## config.mk

```make
export PLATFORM = sky130hd
export DESIGN_NAME = counter_ctrl_flat
export DESIGN_NICKNAME = d
export VERILOG_FILES = /design/src/rtl/counter_ctrl_pkg.sv /design/src/rtl/counter_ctrl_if.sv /design/src/rtl/counter_ctrl_debounce.sv /design/src/rtl/counter_ctrl.sv /design/src/flat_wrapper.sv
export SDC_FILE = /design/constraint.sdc
export NUM_CORES = 1
export LEC_CHECK = 0
export ABC_CLOCK_PERIOD_IN_PS = 2100
export BUFFER_PORTS_ARGS = -buffer_cell sky130_fd_sc_hd__buf_2
export CAP_MARGIN = 40
export CORE_ASPECT_RATIO = 0.7
export CORE_MARGIN = 2
export CORE_UTILIZATION = 56
export CTS_CLUSTER_SIZE = 30
export DETAILED_ROUTE_END_ITERATION = 8
export GPL_TIMING_DRIVEN = 0
export HOLD_SLACK_MARGIN = 0.02
export PLACE_DENSITY = 0.77
export SLEW_MARGIN = 20
export SYNTH_ARGS = -nofsm -noshare
export SYNTH_HDL_FRONTEND = slang
export SYNTH_SLANG_ARGS = --single-unit
```

## constraint.sdc

```tcl
create_clock -name clk -period 2.1 [get_ports clk]
set_clock_uncertainty 0.2 [all_clocks]
set_input_delay 0.21 -clock clk [delete_from_list [all_inputs] [get_ports clk]]
set_output_delay 0.21 -clock clk [all_outputs]
set_load 0.05 [all_outputs]
```

## src/rtl/counter_ctrl_pkg.sv

```systemverilog
// Shared types and constants for the counter front-end controller.
// Clear-FSM state encodings, synchronizer depth and a counter-width helper.
package counter_ctrl_pkg;

  localparam int SYNC_DEPTH = 2;

  typedef enum logic [1:0] {
    IDLE     = 2'd0,
    ARM      = 2'd1,
    WAIT_REL = 2'd2
  } clr_state_e;

  // Bits needed to hold values 0..max_val, never less than one bit.
  function automatic int cnt_w(input int max_val);
    return (max_val < 2) ? 1 : $clog2(max_val + 1);
  endfunction

endpackage

```

## src/rtl/counter_ctrl_if.sv

```systemverilog
// Board-side buttons/switch and counter-side strobes of the counter controller.
// master is the controller view, slave the board/counter view.
interface counter_ctrl_if;

  logic enable;
  logic btn_clr;
  logic btn_load;
  logic btn_dir;
  logic cnt_clr;
  logic cnt_load;
  logic cnt_step;
  logic cnt_down;
  logic armed;

  modport master (
    input  enable, btn_clr, btn_load, btn_dir,
    output cnt_clr, cnt_load, cnt_step, cnt_down, armed
  );

  modport slave (
    output enable, btn_clr, btn_load, btn_dir,
    input  cnt_clr, cnt_load, cnt_step, cnt_down, armed
  );

endinterface

```

## src/rtl/counter_ctrl_debounce.sv

```systemverilog
// Button conditioner: synchronizer, stability counter and rising-edge detect.
// level follows raw only after raw has disagreed with it for DEBOUNCE_CYC cycles.
module btn_debounce
  import counter_ctrl_pkg::*;
#(
  parameter int DEBOUNCE_CYC = 250000
) (
  input  logic clk,
  input  logic clr,
  input  logic raw,
  output logic level,
  output logic rise
);

  localparam int              DB_W   = cnt_w(DEBOUNCE_CYC);
  localparam logic [DB_W-1:0] DB_TOP = DB_W'(DEBOUNCE_CYC);

  logic [SYNC_DEPTH-1:0] sync;
  logic [DB_W-1:0]       stable_cnt;
  logic                  raw_s;

  assign raw_s = sync[SYNC_DEPTH-1];

  always_ff @(posedge clk) begin
    if (clr) begin
      sync       <= '0;
      stable_cnt <= '0;
      level      <= 1'b0;
      rise       <= 1'b0;
    end else begin
      sync <= {sync[SYNC_DEPTH-2:0], raw};
      rise <= 1'b0;
      // Any cycle agreeing with the accepted level restarts the stability count.
      if (raw_s == level) begin
        stable_cnt <= '0;
      end else if (stable_cnt == DB_TOP) begin
        level      <= raw_s;
        rise       <= raw_s;
        stable_cnt <= '0;
      end else begin
        stable_cnt <= stable_cnt + DB_W'(1);
      end
    end
  end

endmodule

```

## src/rtl/counter_ctrl.sv

```systemverilog
// Counter front-end: debounced buttons, enable-gated step prescaler and a
// hold-to-clear FSM, merged into prioritised one-cycle strobes (clear > load > step).
module counter_ctrl
  import counter_ctrl_pkg::*;
#(
  parameter int DEBOUNCE_CYC = 250000,
  parameter int TICK_DIV     = 50000000,
  parameter int HOLD_CYC     = 50000000
) (
  input  logic           clk,
  input  logic           clr,
  counter_ctrl_if.master bus
);

  localparam int                PRE_W    = cnt_w(TICK_DIV - 1);
  localparam logic [PRE_W-1:0]  PRE_TOP  = PRE_W'(TICK_DIV - 1);
  localparam int                HOLD_W   = cnt_w(HOLD_CYC - 1);
  localparam logic [HOLD_W-1:0] HOLD_TOP = HOLD_W'(HOLD_CYC - 1);

  logic clr_lvl, clr_rise;
  logic load_lvl, load_rise;
  logic dir_lvl, dir_rise;
  logic unused_lvls;

  logic [SYNC_DEPTH-1:0] en_sync;
  logic                  en_s;
  logic [PRE_W-1:0]      pre;

  clr_state_e        state, state_nxt;
  logic [HOLD_W-1:0] hold, hold_nxt;
  logic              clr_fire, load_hit, step_hit;

  logic cnt_clr_q, cnt_load_q, cnt_step_q, cnt_down_q;

  btn_debounce #(.DEBOUNCE_CYC(DEBOUNCE_CYC)) u_db_clr (
    .clk(clk), .clr(clr), .raw(bus.btn_clr), .level(clr_lvl), .rise(clr_rise)
  );

  btn_debounce #(.DEBOUNCE_CYC(DEBOUNCE_CYC)) u_db_load (
    .clk(clk), .clr(clr), .raw(bus.btn_load), .level(load_lvl), .rise(load_rise)
  );

  btn_debounce #(.DEBOUNCE_CYC(DEBOUNCE_CYC)) u_db_dir (
    .clk(clk), .clr(clr), .raw(bus.btn_dir), .level(dir_lvl), .rise(dir_rise)
  );

  // Load and dir act on edges only; their levels are kept for probing.
  assign unused_lvls = ^{load_lvl, dir_lvl};

  assign en_s     = en_sync[SYNC_DEPTH-1];
  assign step_hit = en_s && (pre == PRE_TOP);
  assign load_hit = load_rise && en_s;

  // ---- clear FSM: state register ----
  always_ff @(posedge clk) begin
    if (clr) begin
      state <= IDLE;
      hold  <= '0;
    end else begin
      state <= state_nxt;
      hold  <= hold_nxt;
    end
  end

  // ---- clear FSM: next state and fire decision ----
  always_comb begin
    state_nxt = state;
    hold_nxt  = hold;
    clr_fire  = 1'b0;
    case (state)
      IDLE: begin
        if (clr_rise) begin
          state_nxt = ARM;
          hold_nxt  = '0;
        end
      end
      ARM: begin
        if (!clr_lvl) begin
          state_nxt = IDLE;
        end else if (hold == HOLD_TOP) begin
          clr_fire  = 1'b1;
          state_nxt = WAIT_REL;
        end else begin
          hold_nxt = hold + HOLD_W'(1);
        end
      end
      WAIT_REL: begin
        if (!clr_lvl) state_nxt = IDLE;
      end
      default: state_nxt = IDLE;
    endcase
  end

  // ---- prescaler, direction and registered strobes ----
  always_ff @(posedge clk) begin
    if (clr) begin
      en_sync    <= '0;
      pre        <= '0;
      cnt_clr_q  <= 1'b0;
      cnt_load_q <= 1'b0;
      cnt_step_q <= 1'b0;
      cnt_down_q <= 1'b0;
    end else begin
      en_sync    <= {en_sync[SYNC_DEPTH-2:0], bus.enable};
      cnt_clr_q  <= clr_fire;
      cnt_load_q <= load_hit && !clr_fire;
      cnt_step_q <= step_hit && !clr_fire && !load_hit;
      // A clear restarts the step phase and overrides a coincident dir toggle.
      if (clr_fire) begin
        pre        <= '0;
        cnt_down_q <= 1'b0;
      end else begin
        if (dir_rise) cnt_down_q <= !cnt_down_q;
        if (en_s) pre <= (pre == PRE_TOP) ? '0 : pre + PRE_W'(1);
      end
    end
  end

  assign bus.cnt_clr  = cnt_clr_q;
  assign bus.cnt_load = cnt_load_q;
  assign bus.cnt_step = cnt_step_q;
  assign bus.cnt_down = cnt_down_q;
  assign bus.armed    = (state == ARM);

endmodule

```

## src/flat_wrapper.sv

```systemverilog
// flat-port wrapper written by rule: the top's interface ports become plain ports
module counter_ctrl_flat import counter_ctrl_pkg::*;
#(
  parameter int DEBOUNCE_CYC = 250000,
  parameter int TICK_DIV     = 50000000,
  parameter int HOLD_CYC     = 50000000
)
  (clk, clr, bus_enable, bus_btn_clr, bus_btn_load, bus_btn_dir, bus_cnt_clr, bus_cnt_load, bus_cnt_step, bus_cnt_down, bus_armed);
  counter_ctrl_if bus_i ();
  input  logic clk;
  input  logic clr;
  input wire logic [$bits(bus_i.enable)-1:0] bus_enable;
  input wire logic [$bits(bus_i.btn_clr)-1:0] bus_btn_clr;
  input wire logic [$bits(bus_i.btn_load)-1:0] bus_btn_load;
  input wire logic [$bits(bus_i.btn_dir)-1:0] bus_btn_dir;
  output wire logic [$bits(bus_i.cnt_clr)-1:0] bus_cnt_clr;
  output wire logic [$bits(bus_i.cnt_load)-1:0] bus_cnt_load;
  output wire logic [$bits(bus_i.cnt_step)-1:0] bus_cnt_step;
  output wire logic [$bits(bus_i.cnt_down)-1:0] bus_cnt_down;
  output wire logic [$bits(bus_i.armed)-1:0] bus_armed;
  assign bus_i.enable = bus_enable;
  assign bus_i.btn_clr = bus_btn_clr;
  assign bus_i.btn_load = bus_btn_load;
  assign bus_i.btn_dir = bus_btn_dir;
  assign bus_cnt_clr = bus_i.cnt_clr;
  assign bus_cnt_load = bus_i.cnt_load;
  assign bus_cnt_step = bus_i.cnt_step;
  assign bus_cnt_down = bus_i.cnt_down;
  assign bus_armed = bus_i.armed;
  counter_ctrl #(.DEBOUNCE_CYC(DEBOUNCE_CYC), .TICK_DIV(TICK_DIV), .HOLD_CYC(HOLD_CYC)) u_core (.clk(clk), .clr(clr), .bus(bus_i));
endmodule
```

==> results.yml, run 1 <==
cts:
  numClockSinks: 126
  clk_pin_slew_worst_paths_ns: 0.05
  cts_buffers: 17
  cts_tree: "built"
  clkLatencyLatePin_ns: 0.41
  clockBufferDepth: 2
  cts_root_buf: "clkbuf_16"
  htree_levels: 4
status:
  outcome: "completed"
synth:
  yosysSeqAreaShare: 0.440
  synth_seq_cells: 126
  synth_warnings: 0
  syn_avg_cell_area_um2: 8.77
  synthArstFlopShare: 0
  mappedNetlistArea_um2: 5730
  synth_fp_nets: 667
  ys.flop_type: "dfxtp_1"
  synth.distinct_cells: 56
  synth_cells: 653
  synth_edf_count: 0
critical_path:
  r2r-start: "u_core.hold[15]$_SDFFE_PP0P_"
  cpMostUsedCell: "and4_1"
  critPathLaunchType: "flip-flop"
  path_class: "reg2reg"
  critPathMaxStageDelay_ns: 0.49
  r2r-end: "u_core.hold[24]$_SDFFE_PP0P_"
  arrival_ns: 2.22
  cp_max_fo: 7
  cp_top_family: "simple AND/OR/NAND/NOR gates"
  crit_path_cell_trace: "and4_1, and4_1, buf_6, a211o_1, or4_4, nand3_2"
  critPathSlowestCell: "or4_4"
  reg2reg_setup_slack_ns: 0.02
  end_kind: "flip-flop"
  worst_ep_required_time_ns: 2.25
  path_buf_inv: 1
  ff2ff_path_depth: 6
route:
  drtIter0Drc: 465
  wl_um: 13700
  postRouteAntennaNets: 0
  drc: 0
  vias: 5005
  drt-pass1-iter-count: 6
  wl_per_cell_um: 16.1
  vias_per_cell: 5.87
cells_and_area:
  syn_to_final_growth_pct: 23.4
  num-nets-final: 728
  fin_cells: 853
  regArea_um2: 2550
  multi_input_area_um2: 3240
  drive_gt1_frac: 0.186
  nFillCells: 677
  n_antenna_cell: 0
floorplanning:
  ioPinCount: 11
  placementRows: 30
  fp.dieArea_um2: 11100
  fp.dieW_um: 125
  die_h_um: 88.6
  initial_core_util: 0.582
  core_area_um2: 9830
job:
  maxCapViolCount: 0
placement:
  dp.cells: 790
  place_congestion: 0.917
  port_buffers: 9
  hpwlAfterDp_um: 8070
  dpl_worst_slack_ns: -0.363
worst_hold_path:
  holdPathEnd: "u_core.u_db_clr.sync[1]$_SDFF_PP0_"
  hold_class: "reg2reg"
  min_path_cells: 1
  holdCritStartpoint: "u_core.u_db_clr.sync[0]$_SDFF_PP0_"
grt:
  busiest_layer: "met2"
  grt_pass1_wl_um: 21700
  grt_max_degree: 17
  overflow: 0
  grt_use_total: 0.243
  antenna_found_initial: 0
  grtUsageMet2: 0.385
  met3_usage: 0.0526
  met1_usage: 0.327
  grt_pass1_vias: 4517
power_and_ir_drop:
  power.leakage_nw: 2.49
  power.total_w: 0.00518
  ir_drop_v: 0.000673
  cellPowerDensity_nw_per_um2: 733
sta:
  slew_violations: 0
  rsz0062_at_grt: "yes"
  relSlewSlack: 0.538
  layout_min_cycle_time_ns: 2.08
  tns_ns: 0
  setup_ws_ns: 0.0240
  fin_crit_sh: 0.989
  max_freq_mhz: 482
  finalSetupViolations: 0
  hold_viol_final: 0
  tightest_slew_ns: 0.693
## metal layers
metal  vias up  wire, um
met5         -         0
met4         0       254
li1       2405         -
met2       204      6380
met3        35       887
met1      2361      6180
## stage by stage
stage	hold slack (ns)	utilization	instance area (um2)
global placement	0.221	0.604	5940
global route	0.263	0.718	7060
CTS	0.236	0.681	6700
floorplan	0.138	-	5740
finish	0.233	0.718	7060
detailed placement	0.228	0.604	5940
## area by class of cell
| class | count | share of cell area |
|---|---|---|
| Buffer | 19 | 0.0257 |
| Clock buffer | 23 | 0.0662 |
| Clock inverter | 7 | 0.00921 |
| Inverter | 16 | 0.00850 |
| Multi-Input combinational cell | 490 | 0.459 |
| Sequential cell | 126 | 0.361 |
| Tap cell | 128 | 0.0227 |
| Timing Repair Buffer | 44 | 0.0473 |
## timing repair
item                       in CTS  in global routing
hold buffers                    5                  0
setup buffers                   6                 23
gates cloned                    0                  1
gates resized for setup        27                 56
pin swaps                       7                 17
setup endpoints to repair      72                 80
hold endpoints to repair        7                  0
## placed cells by master (no fill, tap or decap), types with 5 or more instances in the layout
master	instances
nand2b_1	8
mux2i_1	5
nand4_1	26
dlygate4sd3_1	5
dfxtp_1	107
nor4_1	6
inv_1	15
nor2b_1	13
nand3_1	38
clkbuf_1	9
a31oi_1	5
and3_1	16
xnor2_1	37
dfxtp_2	16
nor3_1	16
ha_1	7
nand2_1	45
clkbuf_8	6
xor2_1	40
buf_4	27
buf_2	12
clkbuf_16	17
buf_6	7
nor2_1	113
o21ai_0	10
and4_1	8
a21oi_1	15
## cell usage after synthesis (2+ instances only)
| library cell | count | area share |
|---|---|---|
| buf_2 | 9 | 0.0079 |
| a21oi_1 | 15 | 0.013 |
| nand4_1 | 26 | 0.028 |
| mux2i_1 | 5 | 0.0087 |
| and4_1 | 8 | 0.012 |
| a311oi_1 | 4 | 0.0061 |
| xor2_1 | 40 | 0.061 |
| nand3_1 | 41 | 0.036 |
| clkbuf_1 | 6 | 0.0039 |
| or3_1 | 5 | 0.0055 |
| xnor2_1 | 37 | 0.057 |
| or4b_1 | 3 | 0.0052 |
| clkbuf_8 | 4 | 0.0096 |
| o21ai_0 | 10 | 0.0087 |
| o31a_1 | 3 | 0.0046 |
| nand2b_1 | 8 | 0.0087 |
| nand4b_1 | 2 | 0.0031 |
| nor4_2 | 2 | 0.0044 |
| a41oi_1 | 2 | 0.0031 |
| o32ai_1 | 2 | 0.0031 |
| and2_1 | 4 | 0.0044 |
| inv_1 | 16 | 0.010 |
| nor4bb_1 | 4 | 0.0070 |
| nor2_1 | 115 | 0.075 |
| dfxtp_1 | 126 | 0.44 |
| o31ai_1 | 5 | 0.0066 |
| nor4b_1 | 6 | 0.0092 |
| nand4_2 | 2 | 0.0044 |
| nand2_1 | 46 | 0.030 |
| nand3b_1 | 4 | 0.0052 |
| nor4_1 | 7 | 0.0076 |
| nor2b_1 | 13 | 0.014 |
| a31oi_1 | 6 | 0.0066 |
| ha_1 | 8 | 0.017 |
| o21a_1 | 2 | 0.0026 |
| and3_1 | 16 | 0.017 |
| or4_1 | 2 | 0.0026 |
| nor3_1 | 21 | 0.018 |
## worst reg2reg max path: cells and delay by family (launching register included)
kind	cells	cell delay, ns
and+or+nand+nor	4	1.00
DFF	1	0.36
AOI/OAI and AO/OA	1	0.33
buffers and inverters	1	0.14
## report_power, final
| part | internal (W) | switching (W) |
|---|---|---|
| clock network | 0.00167 | 0.00101 |
| logic | 0.0000424 | 0.0000496 |
| registers | 0.00240 | 0.00000798 |
| total | 0.00411 | 0.00107 |
## kinds of logic (layout without fill, tap and decap cells)
| logic type | count (synthesis) | in the layout | share of synthesized area |
|---|---|---|---|
| AND/OR/NAND/NOR | 342 | 342 | 0.314 |
| flip-flops | 126 | 126 | 0.440 |
| XOR/XNOR | 77 | 77 | 0.118 |
| AO/OA/AOI/OAI | 58 | 58 | 0.0669 |
| buffers and inverters | 37 | 109 | 0.0352 |
| adder cells (fa/ha/maj) | 8 | 8 | 0.0175 |
| multiplexers | 5 | 5 | 0.00874 |
## state kept, by name, summed over array words and instances, names as in the netlist, 2 cells and up
register / flops
u_core.u_db_clr.stable_cnt: 18
u_core.u_db_dir.stable_cnt: 18
u_core.en_sync: 2
u_core.u_db_load.stable_cnt: 18
u_core.u_db_load.sync: 2
u_core.u_db_dir.sync: 2
u_core.pre: 26
u_core.hold: 26
u_core.u_db_clr.sync: 2
u_core.state: 2
## worst max path at each step
stage,start,to,slack [ns],depth (start not counted)
2_1_floorplan,u_core.hold[0]$_SDFFE_PP0P_,u_core.pre[15]$_SDFFE_PP0P_,0.03,8
3_3_place_gp,u_core.hold[0]$_SDFFE_PP0P_,u_core.pre[21]$_SDFFE_PP0P_,-0.32,8
3_5_place_dp,u_core.hold[0]$_SDFFE_PP0P_,u_core.pre[15]$_SDFFE_PP0P_,-0.36,8
4_1_cts,u_core.hold[10]$_SDFFE_PP0P_,u_core.hold[5]$_SDFFE_PP0P_,0.003,6
5_1_grt,u_core.hold[1]$_SDFFE_PP0P_,u_core.pre[11]$_SDFFE_PP0P_,-0.03,9
6_report,u_core.hold[15]$_SDFFE_PP0P_,u_core.hold[24]$_SDFFE_PP0P_,0.02,6
No activity file was read; power rests on OpenSTA's default activity.
==> run 2: changes to the inputs <==
- CAP_MARGIN: 40 -> 20
- PLACE_DENSITY: 0.77 -> 0.74
==> results.yml, run 2 (same netlist as run 1, synthesis figures left out) <==
status:
  outcome: "completed"
power_and_ir_drop:
  cellPowerDensity_nw_per_um2: 807
  ir_drop_v: 0.000585
  power.leakage_nw: 2.55
floorplanning:
  core_area_um2: 9830
  ioPinCount: 11
  fp.dieArea_um2: 11100
  placementRows: 30
  initial_core_util: 0.582
  fp.dieW_um: 125
  die_h_um: 88.6
worst_hold_path:
  holdCritStartpoint: "u_core.u_db_load.stable_cnt[0]$_SDFF_PP0_"
  hold_class: "reg2reg"
  min_path_cells: 1
critical_path:
  crit_path_cell_trace: "nor4_1, and4_1, buf_6, a41o_4, nand2b_4, buf_8, clkbuf_16, nor2_1"
  arrival_ns: 2.19
  worst_ep_required_time_ns: 2.20
  cp-startpoint: "u_core.hold[18]$_SDFFE_PP0P_"
  ff2ff_path_depth: 8
  r2r-start: "u_core.hold[18]$_SDFFE_PP0P_"
  critPathLaunchType: "flip-flop"
  path_class: "reg2reg"
  end_kind: "flip-flop"
  critPathMaxStageDelay_ns: 0.35
  cp_max_fo: 8
  critPathSlowestCell: "dfxtp_1"
placement:
  dp.cells: 790
  place_area_um2: 5940
  place_congestion: 0.895
  port_buffers: 9
  hpwlAfterDp_um: 8320
cells_and_area:
  layout_common_cells: "dfxtp_1 (106), nor2_1 (103), nand2_1 (45)"
  fin_cells: 854
  final_core_util: 0.737
  drive_gt1_frac: 0.200
  top_regs: "u_core.hold: 26 flops, u_core.pre: 26 flops"
  n_antenna_cell: 0
  design_area_um2: 7250
  final_common_cell: "dfxtp_1"
  syn_to_final_growth_pct: 26.6
  nFillCells: 675
  num-nets-final: 727
grt:
  grt_use_total: 0.238
  antenna_found_initial: 0
  grt_pass1_wl_um: 21200
  grt_pass1_vias: 4547
  overflow: 0
  grt_max_degree: 17
sta:
  max_freq_mhz: 479
  slew_violations: 0
  finalSetupViolations: 0
  fin_crit_sh: 0.994
  rsz0062_at_grt: "yes"
  relSlewSlack: 0.604
  hold_ws_ns: 0.229
  hold_viol_final: 0
  layout_min_cycle_time_ns: 2.09
  tns_ns: 0
  tightest_slew_ns: 0.594
route:
  vias: 5016
  drc: 0
  vias_per_cell: 5.87
  drt-pass1-iter-count: 6
  drtIter0Drc: 462
  wl_per_cell_um: 16.1
  postRouteAntennaNets: 0
  wl_um: 13700
cts:
  cts_buffers: 17
  htree_levels: 4
  cts_tree: "built"
  clkLatencyLatePin_ns: 0.41
  clockBufferDepth: 2
  clk_pin_slew_worst_paths_ns: 0.05
  numClockSinks: 126
  cts_root_buf: "clkbuf_16"
job:
  maxCapViolCount: 0
## run 2: cell count changes in the layout (fill, tap and decap cells not counted), sizes merged
cell      change
bufinv        +5
a21oi         +1
clkbuf        +3
clkinvlp      -1
buf           -7
## run 2: repair_timing
item / 4_1_cts / 5_1_grt
resized for setup: 36 / 57
setup buffers: 7 / 16
hold endpoints to repair: 12 / 0
endpoints found under the setup margin: 76 / 66
hold buffers: 5 / 0
cloned: 0 / 4
pin swaps: 11 / 17
## run 2: layout make-up
cell class                      instances  area [um2]  area share
Tap cell                              128         160      0.0221
Multi-Input combinational cell        491        3230       0.446
Sequential cell                       126        2560       0.354
Timing Repair Buffer                   40         362      0.0499
Clock buffer                           21         460      0.0635
Clock inverter                         11         211      0.0292
Inverter                               16        60.1     0.00828
Buffer                                 21         201      0.0278
## run 2: final timing paths
path / end / slack [ns]
setup / recovery: u_core.pre[23]$_SDFFE_PP0P_ / 0.01
hold / removal: u_core.u_db_load.stable_cnt[0]$_SDFF_PP0_ / 0.23
setup reg to reg: u_core.pre[23]$_SDFFE_PP0P_ / 0.01
hold reg to reg: u_core.u_db_load.stable_cnt[0]$_SDFF_PP0_ / 0.23
## run 2: through the flow
stage | worst slack [ns] | total power (W)
floorplan | 0.0286 | 0.00251
global placement | -0.296 | 0.00253
detailed placement | -0.348 | 0.00253
CTS | -0.00394 | 0.00586
global route | -0.111 | 0.00599
finish | 0.0132 | 0.00585
## run 2: where the power goes
group / leakage [nW] / internal (W) / switching, W
sequential: 1.03 / 0.00239 / 0.00000671
clock: 0.327 / 0.00228 / 0.00105
combinational: 1.19 / 0.0000605 / 0.0000568
## run 2: metal layers
layer | up-vias | global-route usage | part of all wire
li1 | 2396 | - | -
met1 | 2437 | 0.308 | 0.46
met2 | 145 | 0.398 | 0.47
met3 | 38 | 0.0484 | 0.044
met4 | 0 | 0.0990 | 0.021
met5 | - | 0 | 0
## run 2: critical path, delay by kind of cell (launching register included)
family                 cells  cell delay, ns
AO/OA/AOI/OAI              1            0.25
buffers and inverters      3            0.45
flip-flops                 1            0.35
AND/OR/NAND/NOR            4            0.73
